**config.mk**
```make
export PLATFORM = sky130hd
export DESIGN_NAME = pipe_stage_reg
export DESIGN_NICKNAME = d
export VERILOG_FILES = /design/src/rtl/mips_pipe_pkg.sv /design/src/rtl/pipe_entry_reg.sv /design/src/rtl/pipe_stage_reg.sv
export SDC_FILE = /design/constraint.sdc
export NUM_CORES = 1
export LEC_CHECK = 0
export CAP_MARGIN = 40
export CORE_MARGIN = 1.5
export CORE_UTILIZATION = 30
export DETAILED_ROUTE_END_ITERATION = 16
export PLACE_DENSITY_LB_ADDON = 0.05
export SYNTH_ARGS = -nofsm -noshare
export SYNTH_HDL_FRONTEND = slang
export SYNTH_HIERARCHICAL = 1
export SYNTH_SLANG_ARGS = --single-unit
export TNS_END_PERCENT = 30
```
**constraint.sdc**
```tcl
create_clock -name clk -period 6 [get_ports clk]
set_input_delay 0.9 -clock clk [delete_from_list [all_inputs] [get_ports clk]]
set_output_delay 0.9 -clock clk [all_outputs]
set_load 0.05 [all_outputs]
```
**src/rtl/mips_pipe_pkg.sv**
```systemverilog
// Shared constants for the MIPS pipeline-stage registers: the reset PC,
// per-boundary vector widths and the bit positions of the control fields.
package mips_pipe_pkg;

    localparam logic [31:0] PC_RESET_VEC = 32'h8000_0000;

    localparam int IFID_CTRL_W  = 8;
    localparam int IFID_DATA_W  = 32;
    localparam int IDEX_CTRL_W  = 8;
    localparam int IDEX_DATA_W  = 69;
    localparam int EXMEM_CTRL_W = 8;
    localparam int EXMEM_DATA_W = 69;
    localparam int MEMWB_CTRL_W = 8;
    localparam int MEMWB_DATA_W = 69;

    // Control vector layout: RegWrite, MemRead, MemWrite, MemtoReg[1:0], PCSrc[2:0]
    localparam int CTRL_RW       = 0;
    localparam int CTRL_MR       = 1;
    localparam int CTRL_MW       = 2;
    localparam int CTRL_MTR_LO   = 3;
    localparam int CTRL_MTR_HI   = 4;
    localparam int CTRL_PCSRC_LO = 5;
    localparam int CTRL_PCSRC_HI = 7;

endpackage

```
**src/rtl/pipe_entry_reg.sv**
```systemverilog
// One pipeline entry {valid, pc, ctrl, data}. Flush clears valid and ctrl
// and wins over load; pc and data simply keep their old contents.
module pipe_entry_reg
    import mips_pipe_pkg::*;
#(
    parameter int              PC_W     = 32,
    parameter int              CTRL_W   = 8,
    parameter int              DATA_W   = 69,
    parameter logic [PC_W-1:0] PC_RESET = PC_W'(PC_RESET_VEC)
) (
    input  logic              clk,
    input  logic              reset,
    input  logic              flush,
    input  logic              load_i,
    input  logic              clr_valid_i,
    input  logic [PC_W-1:0]   pc_i,
    input  logic [CTRL_W-1:0] ctrl_i,
    input  logic [DATA_W-1:0] data_i,
    output logic              valid_o,
    output logic [PC_W-1:0]   pc_o,
    output logic [CTRL_W-1:0] ctrl_o,
    output logic [DATA_W-1:0] data_o
);

    logic              valid_q, valid_d;
    logic [PC_W-1:0]   pc_q, pc_d;
    logic [CTRL_W-1:0] ctrl_q, ctrl_d;
    logic [DATA_W-1:0] data_q, data_d;

    always_comb begin
        valid_d = valid_q;
        pc_d    = pc_q;
        ctrl_d  = ctrl_q;
        data_d  = data_q;
        if (flush) begin
            valid_d = 1'b0;
            ctrl_d  = '0;
        end else if (load_i) begin
            valid_d = 1'b1;
            pc_d    = pc_i;
            ctrl_d  = ctrl_i;
            data_d  = data_i;
        end else if (clr_valid_i) begin
            valid_d = 1'b0;
        end
    end

    always_ff @(posedge clk) begin
        if (reset) begin
            valid_q <= 1'b0;
            pc_q    <= PC_RESET;
            ctrl_q  <= '0;
            data_q  <= '0;
        end else begin
            valid_q <= valid_d;
            pc_q    <= pc_d;
            ctrl_q  <= ctrl_d;
            data_q  <= data_d;
        end
    end

    assign valid_o = valid_q;
    assign pc_o    = pc_q;
    assign ctrl_o  = ctrl_q;
    assign data_o  = data_q;

endmodule

```
**src/rtl/pipe_stage_reg.sv**
```systemverilog
// Elastic pipeline-stage register with valid/ready handshake, flush, optional
// two-entry skid buffer and a saturating stall counter. Outputs come from M only.
module pipe_stage_reg
    import mips_pipe_pkg::*;
#(
    parameter int              PC_W     = 32,
    parameter logic [PC_W-1:0] PC_RESET = PC_W'(PC_RESET_VEC),
    parameter int              CTRL_W   = IDEX_CTRL_W,
    parameter int              DATA_W   = IDEX_DATA_W,
    parameter int              SKID     = 1,
    parameter int              CNT_W    = 16
) (
    input  logic              clk,
    input  logic              reset,
    input  logic              flush,
    input  logic              in_valid,
    output logic              in_ready,
    input  logic [PC_W-1:0]   in_pc,
    input  logic [CTRL_W-1:0] in_ctrl,
    input  logic [DATA_W-1:0] in_data,
    output logic              out_valid,
    input  logic              out_ready,
    output logic [PC_W-1:0]   out_pc,
    output logic [CTRL_W-1:0] out_ctrl,
    output logic [DATA_W-1:0] out_data,
    output logic [CNT_W-1:0]  stall_cnt
);

    logic              inFire;
    logic              mLoad, mClr, mValid;
    logic [PC_W-1:0]   mPcIn, mPc;
    logic [CTRL_W-1:0] mCtrlIn, mCtrl;
    logic [DATA_W-1:0] mDataIn, mData;
    logic [CNT_W-1:0]  stallCnt_q, stallCnt_d;

    assign inFire = in_valid & in_ready;

    pipe_entry_reg #(
        .PC_W(PC_W), .CTRL_W(CTRL_W), .DATA_W(DATA_W), .PC_RESET(PC_RESET)
    ) uMain (
        .clk(clk), .reset(reset), .flush(flush),
        .load_i(mLoad), .clr_valid_i(mClr),
        .pc_i(mPcIn), .ctrl_i(mCtrlIn), .data_i(mDataIn),
        .valid_o(mValid), .pc_o(mPc), .ctrl_o(mCtrl), .data_o(mData)
    );

    if (SKID != 0) begin : gSkid
        logic              mFree, sLoad, sClr, sValid;
        logic [PC_W-1:0]   sPc;
        logic [CTRL_W-1:0] sCtrl;
        logic [DATA_W-1:0] sData;

        // M can take a new entry when empty or being consumed; S has priority
        // over the input so ordering is preserved.
        assign in_ready = ~sValid;
        assign mFree    = ~mValid | out_ready;
        assign mLoad    = mFree & (sValid | inFire);
        assign mClr     = mFree & ~sValid & ~inFire;
        assign mPcIn    = sValid ? sPc   : in_pc;
        assign mCtrlIn  = sValid ? sCtrl : in_ctrl;
        assign mDataIn  = sValid ? sData : in_data;
        assign sLoad    = inFire & ~mFree;
        assign sClr     = mFree & sValid;

        pipe_entry_reg #(
            .PC_W(PC_W), .CTRL_W(CTRL_W), .DATA_W(DATA_W), .PC_RESET(PC_RESET)
        ) uSkid (
            .clk(clk), .reset(reset), .flush(flush),
            .load_i(sLoad), .clr_valid_i(sClr),
            .pc_i(in_pc), .ctrl_i(in_ctrl), .data_i(in_data),
            .valid_o(sValid), .pc_o(sPc), .ctrl_o(sCtrl), .data_o(sData)
        );
    end else begin : gSingle
        logic outFire;

        assign outFire  = mValid & out_ready;
        assign in_ready = ~mValid | out_ready;
        assign mLoad    = inFire;
        assign mClr     = outFire & ~inFire;
        assign mPcIn    = in_pc;
        assign mCtrlIn  = in_ctrl;
        assign mDataIn  = in_data;
    end

    always_comb begin
        stallCnt_d = stallCnt_q;
        if (mValid && !out_ready && (stallCnt_q != {CNT_W{1'b1}})) begin
            stallCnt_d = stallCnt_q + CNT_W'(1);
        end
    end

    always_ff @(posedge clk) begin
        if (reset) begin
            stallCnt_q <= '0;
        end else begin
            stallCnt_q <= stallCnt_d;
        end
    end

    // A bubble must never carry RegWrite/MemWrite downstream.
    assign out_valid = mValid;
    assign out_pc    = mPc;
    assign out_ctrl  = mValid ? mCtrl : '0;
    assign out_data  = mData;
    assign stall_cnt = stallCnt_q;

endmodule

```
# Word level (Yosys, flattened, before mapping)
# Index checks and enable logic that the tools add are counted.
# totals
register_bits,236
latch_bits,0
mem_bits_rw,0
mem_bits_ro,0
out_inout_bits,127
elab_cells,40
memories,0
# op_classes
addsub,1
mul,0
n_div,0
order_cmp,0
eq_ne,1
n_shift,0
muxes,8
bitwise,13
reduce_logical,8
# op_table
operator,n
$mux W69,1
$mux W32,1
$add A16 B1 Y16 const B,1
$mux W8,2
$ne A16 B16 Y1 const B,1
$and A1 B1 Y1,6
$not A1 Y1,5
$mux W1,4
$reduce_and A2 Y1,2
$reduce_bool A2 Y1,2
$logic_and A1 B1 Y1,2
$or A1 B1 Y1,2
$reduce_or A2 Y1,1
$logic_not A1 Y1,1

# Longest topological paths before layout
# Gate-level depths: netlist (run 1).
# depth
depth_word,6
mapped_depth,9
ltp_nobuf,5

# Modules after synthesis
# The synthesis (run 1) kept the hierarchy.
# modules_own_cells
module,n_inst,cells_each,area_per_inst_um2
pipe_entry_reg,2,491,4894.7
pipe_stage_reg,1,238,2249.7

# Worst setup path before layout (run 1)
# OpenSTA, ideal clock, no wires.
# synth_path
path_type,reg-to-output
start,reg uMain.valid_q (netlist: uMain/valid_o)
end,out out_ctrl[0]
arrival_ns,1.373
t_required_ns,5.100
path_slack_ns,3.727
stages_incl_launch_ff,3
path_buffers,1
cell_sequence,dfxtp_1 buf_2 and2_1
# synth_via
elab_chain_cells,1
# synth_rtl
item,line,rtl
from (decl),pipe_entry_reg.sv:25,"logic valid_q, valid_d;"
from (signal assigned),pipe_entry_reg.sv:55,valid_q <= valid_d;
$mux W8,pipe_stage_reg.sv:103,assign out_ctrl = mValid ? mCtrl : '0;
to (decl),pipe_stage_reg.sv:24,"output logic [CTRL_W-1:0] out_ctrl,"
# Every way passes these cells.

# Final worst setup path (run 1)
# layout_path
start,reg gSkid.uSkid.valid_q (netlist: gSkid.uSkid/valid_o)
end,out in_ready
# layout_via
elab_chain_cells,1
# layout_rtl
item,line,rtl
from (decl),pipe_entry_reg.sv:25,
from (signal assigned),pipe_entry_reg.sv:55,
$not A1 Y1,pipe_stage_reg.sv:55,assign in_ready = ~sValid;
to (decl),pipe_stage_reg.sv:17,"output logic in_ready,"
# Every way passes these cells.

==> metrics.txt, run 1 <==
critical path data arrival time 2.42 ns; CTS tree built; sw frac 26.05%; Hold Path Origin gSkid.uSkid/data_o[61]; CTS clock-pin slew for the worst setup and hold paths 0.06 ns; Yosys warnings 6; mean area per synthesized cell 9.868 um2; Max Cap Violations 0; design area 15730 um2; CTS root buf clkbuf_16; Worst setup SP type register; worst-margin pin slew 1.107 ns; area post-placement 14700 um2; final-report max-slew violation count 0; Clk pwr share 46.0%; internal power 0.002991 W; Worst Reg2Reg Path Length in Cells 6; worst setup path startpoint gSkid.uSkid/valid_o; Seq/Total Area, Yosys 39.24%; Synthesized Nets 1335; switching pwr 0.001054 W; largest cells by area after synthesis dfxtp_1, nand4bb_1, nand2b_1, mux2_2, o21ai_1; Synth area leader dfxtp_1; width of the die 203.3 um; GRT overflow 0; Hold Path Class reg2reg; synth cell count leaders dfxtp_1, nand2b_1, nand4bb_1; first-pass GRT wire length 55780 um; pwr dens 257.1 nW/um2; Vias 9543; CTS Buffer Depth 3; Total Wirelength 35500 um; Hold Crit Depth 2; reg2reg start uMain/valid_o; status completed; synthesized area 12040 um2; vias in the first global route 9565; Hold EP gSkid.uSkid/data_o[61]; Area Overhead vs Synth 30.66%; First-pass DRT Iterations 6; Yosys reg bits 236; Final min period 3.319 ns; Die H 203.3 um; ANT nets after route 0; Via density 4.947; Post-synth top flop dfxtp_1; Final setup viols 0; postcts setup bufs 0; initial drt markers 484; layout cells sized above 1 13.57%; Clock Skew 0.006709 ns; DP HPWL 20520 um; Peak VDD IR 0.2087 mV; Combinational Power Share 13.5%; pin count of the biggest net entering global routing 232; Num CTS Buffers 31; CP Class reg2out; Post-Route Setup TNS 0 ns; fin crit share 55.32%; IO Port Bufs 240; reg-to-reg endpoint gSkid.uSkid/data_o[52]; post-synthesis cell type count 45; DRC 0; htree depth 1; total track usage 16.77%; cells after synthesis 1220; Yosys top cell area share 39.24%; Setup crit end kind output pin; core region area 39640 um2; RSZ-0062 raised after global routing no; ys async rst share 0%; Ports 241; Worst Path Max Fanout 57; Initial Util 30.37%; number of flops mapped to enable cells by yosys 0; most common cell in the netlist dfxtp_1; WP data required 5.10 ns; Die Area 41340 um2; Worst-Skew Late Latency 0.56 ns; reg-to-reg slack, setup 3.09 ns; post-CTS sizing 0; clk sinks 236; final number of hold-violating endpoints 0; DR WL/cell 18.40 um; sequential share of power 40.5%; Peak Freq 301.3 MHz; routability congestion estimate 0.6978; hold_buf cts 0; Slew headroom 26.17%; # nets final 1491; static leakage 5.127 nW; Site Rows 73; antenna violations before repair 4
worst max path at each step:
stage,end
after floorplan,out_ctrl[0]
after global routing,in_ready
after CTS,in_ready
after global placement,gSkid.uSkid/data_o[39]
final,in_ready
after detailed placement,gSkid.uSkid/data_o[41]
registers in the layout (all words and copies together), names as in the netlist:
register and count:
uMain/data_o 69, stall_cnt 16, gSkid.uSkid/valid_o 1, gSkid.uSkid/pc_o 32, uMain/valid_o 1, gSkid.uSkid/data_o 69
uMain/ctrl_o 8, uMain/pc_o 32, gSkid.uSkid/ctrl_o 8
metal layers:
metal	vias up	track usage, %	wire length (um)
met4	2	3.545	623
li1	4736	-	-
met5	-	0	13
met1	4587	22.71	16980
met3	41	4.139	1850
met2	177	26.91	16040
power by group through the flow:
stage,Combinational [W],Clock [W],Sequential [W]
floorplan,0.000224,0,0.00178
global placement,0.000550,0,0.00167
detailed placement,0.000552,0,0.00167
CTS,0.000554,0.00192,0.00164
global route,0.000582,0.00198,0.00164
finish,0.000546,0.00186,0.00164
through the flow:
| step | worst slack (ns) | instances | util (%) | power (W) | hold WS [ns] |
|---|---|---|---|---|---|
| floorplan | 3.727 | 1220 | - | 0.002009 | 0.4383 |
| global placement | 1.946 | 1864 | 36.83 | 0.002223 | 0.4468 |
| detailed placement | 2.297 | 1868 | 37.09 | 0.002224 | 0.4512 |
| CTS | 2.597 | 1925 | 39.66 | 0.004113 | 0.4623 |
| global route | 2.541 | 1925 | 39.66 | 0.004205 | 0.4739 |
| finish | 2.681 | 1929 | 39.68 | 0.004045 | 0.4590 |
logic make-up after synthesis:
group                    Yosys count  share of synthesized area, %
AO/OA/AOI/OAI                    220                         9.385
AND/OR/NAND/NOR                  497                         33.72
flip-flops                       236                         39.24
adder cells (fa/ha/maj)            1                        0.1039
multiplexers                     131                         12.06
buffers and inverters            135                         5.487
worst max-delay path: stages (launching register included):
cell and delay (ns):
dfxtp_4 0.89, inv_1 0.20, clkdlybuf4s50_1 0.76
layout by cell type, fill, tap and decap left out, types with 5 or more instances in the layout:
master and n:
and2_1 8, o21ai_1 196, mux2_2 111, dfxtp_1 235, clkbuf_8 8, clkbuf_1 9
mux2i_1 19, buf_4 8, nor2_1 32, nand2b_1 202, nor3_1 11, o21ai_0 7
clkdlybuf4s50_1 238, clkinv_2 6, nand3_1 5, nand4bb_1 200, nand2_1 5, a21oi_1 8
clkbuf_16 31
cell type report:
class | instances | area, um2
Clock buffer | 48 | 919.6
Inverter | 4 | 15.01
Sequential cell | 236 | 4728
Clock inverter | 9 | 98.84
Fill cell | 3981 | 23910
Timing Repair Buffer | 254 | 2620
Antenna cell | 4 | 10.01
Tap cell | 525 | 656.9
Multi-Input combinational cell | 849 | 6681
Note: power is estimated with default switching activity, not from simulation.
==> run 2: changes to the inputs <==
Clock period 6 ns to 3 ns, I/O delays scaled along.
==> run 2 against run 1 <==
Compared with the run above:
- sequential cell count unchanged
- power rose by 100%
- clock-buffer cell count up 2
- combinational power up 100%
- worst setup slack worse by 2.3 ns
- sequential share of layout area decreased by 0.17 points
- final cell count increased by 0.26%
- worst hold slack worse by 0.091 ns
- wire length is 0.87% higher
- clock power increased by 100%
- critical endpoint is now out_ctrl[7]
- largest power group unchanged
==> metrics.txt, run 2 (same netlist as run 1, synthesis figures left out) <==
status completed; IO Port Bufs 240; total track usage 16.78%; hold_buf cts 0; crit-path cells and2_1 -> clkdlybuf4s50_1; Post-Route Setup TNS 0 ns; antenna violations before repair 3; Num CTS Buffers 30; Worst setup SP type register; reg-to-reg endpoint gSkid.uSkid/pc_o[30]; static leakage 5.179 nW; Via density 4.943; Final min period 2.606 ns; Hold EP stall_cnt[13]; reg2reg start uMain/valid_o; DRC 0; Peak Freq 383.7 MHz; CTS root buf clkbuf_16; GRT overflow 0; ANT nets after route 0; htree depth 1; CTS clock-pin slew for the worst setup and hold paths 0.06 ns; routability congestion estimate 0.7094; pwr dens 517.2 nW/um2; CTS tree built; final-report max-slew violation count 0; WP data required 2.55 ns; clk sinks 236; CP Class reg2out; pin count of the biggest net entering global routing 119; slowest stage delay, CP 0.81 ns; Area Overhead vs Synth 31.40%; RSZ-0062 raised after global routing no; final number of hold-violating endpoints 0; postcts setup bufs 0; reg-to-reg slack, setup 0.93 ns; Final setup viols 0; initial drt markers 458; Max Cap Violations 0; DP HPWL 20430 um; Site Rows 73; CTS Buffer Depth 3; First-pass DRT Iterations 4; Die H 203.3 um; Slowest cell on crit path clkdlybuf4s50_1; core region area 39640 um2; most frequent cells in the layout clkdlybuf4s50_1, dfxtp_1, nand2b_1, nand4bb_1, o21ai_1; vias in the first global route 9485; design area 15820 um2; critical path buffer and inverter count 1; Total Wirelength 35810 um; Vias 9560; Worst Path Max Fanout 13; fin crit share 86.88%; Slew headroom 52.10%; Hold Path Class in2reg; commonest non-fill, non-tap cell in the layout clkdlybuf4s50_1; post-CTS sizing 0; Clock Skew 0.01334 ns; Peak VDD IR 0.3269 mV; worst-margin pin slew 0.7186 ns; Worst-Skew Late Latency 0.55 ns; area post-placement 14760 um2; fillers 3944; layout cells sized above 1 14.09%; Hold Path Origin reset; # nets final 1497; Die Area 41340 um2; Ports 241; first-pass GRT wire length 55620 um; DR WL/cell 18.52 um; Hold Crit Depth 2; width of the die 203.3 um; Setup crit end kind output pin; critical path data arrival time 2.16 ns; Initial Util 30.37%; Worst Reg2Reg Path Length in Cells 6; Worst path top cell family by delay buffers and inverters
run 2: cell count changes in the layout (fill, tap and decap cells not counted):
cell / delta
buf_12: +5
clkinv_2: -3
clkbuf_1: -3
buf_16: -3
clkbuf_8: +5
buf_4: +5
inv_6: -1
run 2: worst max path at each step:
stage | startpoint | endpoint | slack [ns] | depth (start not counted)
2_1_floorplan | uMain/valid_o | gSkid.uSkid/ctrl_o[0] | 0.74 | 9
3_3_place_gp | out_ready | uMain/ctrl_o[7] | 0.68 | 7
3_5_place_dp | out_ready | uMain/ctrl_o[0] | 0.65 | 7
4_1_cts | uMain/valid_o | out_ctrl[1] | 0.32 | 2
5_1_grt | uMain/valid_o | out_ctrl[7] | 0.27 | 2
6_report | uMain/valid_o | out_ctrl[7] | 0.39 | 2
run 2: layout make-up:
| cell class | instances | area, um2 | area share [%] |
|---|---|---|---|
| well taps | 525 | 656.9 | 4.153 |
| inverters | 4 | 15.01 | 0.09491 |
| clock buffers | 50 | 977.2 | 6.177 |
| diodes | 4 | 10.01 | 0.06328 |
| flip-flops and latches | 236 | 4728 | 29.89 |
| multi-input cells | 849 | 6681 | 42.24 |
| repair buffers | 261 | 2675 | 16.91 |
| clock inverters | 5 | 75.07 | 0.4746 |
run 2: through the flow:
step,hold slack (ns),power (W),util (%),setup slack (ns),instances
CTS,0.3678,0.008336,39.88,0.3166,1930
detailed placement,0.4514,0.004463,37.23,0.6530,1875
global placement,0.4473,0.004463,37.23,0.6750,1875
finish,0.3677,0.008182,39.91,0.3935,1934
floorplan,0.4383,0.004018,-,0.7368,1220
global route,0.3891,0.008533,39.88,0.2698,1930
run 2: power breakdown:
part | switching, W | internal [W]
Clock | 0.00143 | 0.00237
Combinational | 0.000605 | 0.000509
Sequential | 0.0000512 | 0.00322
run 2: per-layer routing:
metal  up-vias  global-route usage [%]  part of all wire (%)  wire length [um]
met5         -                       0                     0                 0
met4         0                   2.989                   1.2               413
met3        32                   3.516                   5.3              1884
met2       175                   26.66                    45             16030
met1      4597                   23.53                    49             17480
li1       4756                       -                     -                 -
==> run 3: changes to the inputs <==
Settings changed: CTS_BUF_LIST set to sky130_fd_sc_hd__clkbuf_2 sky130_fd_sc_hd__clkbuf_4 sky130_fd_sc_hd__clkbuf_8.
==> run 3 against run 2 <==
Compared with the run above:
- critical path depth unchanged
- via count is 0.95% higher
- global-route usage is 0.35 points higher
- sequential cell count is the same
- wire length grew 0.57%
- worst hold slack worse by 0.058 ns
- register-to-register slack got worse by 0.02 ns
- die area stayed put
- power is 5.6% lower
- largest power group unchanged
==> metrics.txt, run 3 (same netlist as run 1, synthesis figures left out) <==
status completed; Clock Skew 0.02657 ns; Site Rows 73; pin count of the biggest net entering global routing 119; First-pass DRT Iterations 6; Slowest cell on crit path clkdlybuf4s50_1; layout cells sized above 1 15.72%; fillers 3992; Clk pwr share 43.2%; commonest non-fill, non-tap cell in the layout clkdlybuf4s50_1; CTS Buffer Depth 3; final number of hold-violating endpoints 0; postcts setup bufs 0; antenna violations before repair 3; CTS root buf clkbuf_8; ANT nets after route 0; critical path buffer and inverter count 1; routability congestion estimate 0.7094; Initial Util 30.37%; reg-to-reg slack, setup 0.91 ns; worst-margin pin slew 0.7334 ns; Final setup viols 0; first-pass GRT wire length 56070 um; Combinational Power Share 14.4%; sw frac 26.69%; CTS tree built; Worst-Skew Late Latency 0.60 ns; CTS clock-pin slew for the worst setup and hold paths 0.05 ns; Final min period 2.661 ns; Max Cap Violations 0; fin worst setup slack 0.3394 ns; DRC 0; Peak VDD IR 0.2504 mV; width of the die 203.3 um; IO Port Bufs 240; initial drt markers 471; slowest stage delay, CP 0.81 ns; RSZ-0062 raised after global routing no; pwr dens 492.4 nW/um2; # nets final 1515; GRT overflow 0; Ports 241; switching pwr 0.002062 W; most frequent cells in the layout clkdlybuf4s50_1, dfxtp_1, nand2b_1, nand4bb_1, o21ai_1; Num CTS Buffers 48; Area Overhead vs Synth 30.32%; Place WS 0.6530 ns; area post-placement 14760 um2; Vias 9651; Setup crit end kind output pin; design area 15690 um2; Slew headroom 51.11%; static leakage 5.151 nW; critical path data arrival time 2.21 ns; internal power 0.005664 W; Post-Route Setup TNS 0 ns; sequential share of power 42.4%; core region area 39640 um2; Worst Path Max Fanout 13; total track usage 17.13%; WP data required 2.55 ns; clk sinks 236; Die Area 41340 um2; Die H 203.3 um; fin crit share 88.69%; post-CTS sizing 0; vias in the first global route 9666; CP Class reg2out; crit-path cells and2_1 -> clkdlybuf4s50_1; DR WL/cell 18.44 um; Via density 4.942; Worst setup SP type register; Hold Path Class in2reg; Peak Freq 375.8 MHz; DP HPWL 20430 um; htree depth 2; Total Wirelength 36010 um; Worst path top cell family by delay buffers and inverters; final-report max-slew violation count 0; hold_buf cts 0
run 3: cell types whose count changed in the layout (fill, tap and decap cells not counted), moves of 3 or more:
cell,before,now
clkinv_2,3,0
clkbuf_8,13,54
clkbuf_16,31,0
clkbuf_4,0,19
clkbuf_1,6,0
run 3: worst register-to-register path, delay by kind of cell, from the launching register on:
| kind | cells | cell delay (ns) |
|---|---|---|
| buffers and inverters | 2 | 0.54 |
| AOI/OAI and AO/OA | 1 | 0.22 |
| and+or+nand+nor | 3 | 0.61 |
| DFF | 1 | 0.58 |
run 3: metal layers:
metal  vias up  part of all wire (%)  global-route usage (%)  wire length (um)
met2       201                    45                   26.84             16120
li1       4780                     -                       -                 -
met1      4633                    48                   23.18             17410
met5         -                     0                       0                 0
met3        37                   5.5                   4.378              1978
met4         0                   1.4                   4.815               498
run 3: layout make-up:
cell class / count / area (um2) / area share [%]
flip-flops and latches: 236 / 4728 / 30.14
clock inverters: 2 / 38.79 / 0.2472
repair buffers: 261 / 2675 / 17.05
inverters: 4 / 15.01 / 0.09570
well taps: 525 / 656.9 / 4.187
clock buffers: 73 / 885.9 / 5.646
diodes: 3 / 7.507 / 0.04785
multi-input cells: 849 / 6681 / 42.59
run 3: worst paths after layout:
path                                            start                     to  cells after the start
worst min register to register  gSkid.uSkid/data_o[9]  gSkid.uSkid/data_o[9]                      2
worst max register to register          uMain/valid_o    gSkid.uSkid/pc_o[7]                      6
worst max-delay path                    uMain/valid_o            out_ctrl[7]                      2
worst min-delay path                            reset          stall_cnt[13]                      2
run 3: power groups by stage:
stage	Sequential, W	Clock (W)	Combinational, W
after global routing	0.00328	0.00364	0.00118
after floorplan	0.00357	0	0.000449
final	0.00327	0.00334	0.00111
after global placement	0.00334	0	0.00112
after CTS	0.00327	0.00352	0.00113
after detailed placement	0.00334	0	0.00112
run 3: metrics by stage:
step / hold WS, ns / std cells / power [W] / utilization, %
after global placement: 0.4473 / 1875 / 0.004463 / 37.23
after floorplan: 0.4383 / 1220 / 0.004018 / -
after detailed placement: 0.4514 / 1875 / 0.004463 / 37.23
final: 0.3099 / 1953 / 0.007726 / 39.58
after CTS: 0.2692 / 1950 / 0.007921 / 39.56
after global routing: 0.3125 / 1950 / 0.008109 / 39.56
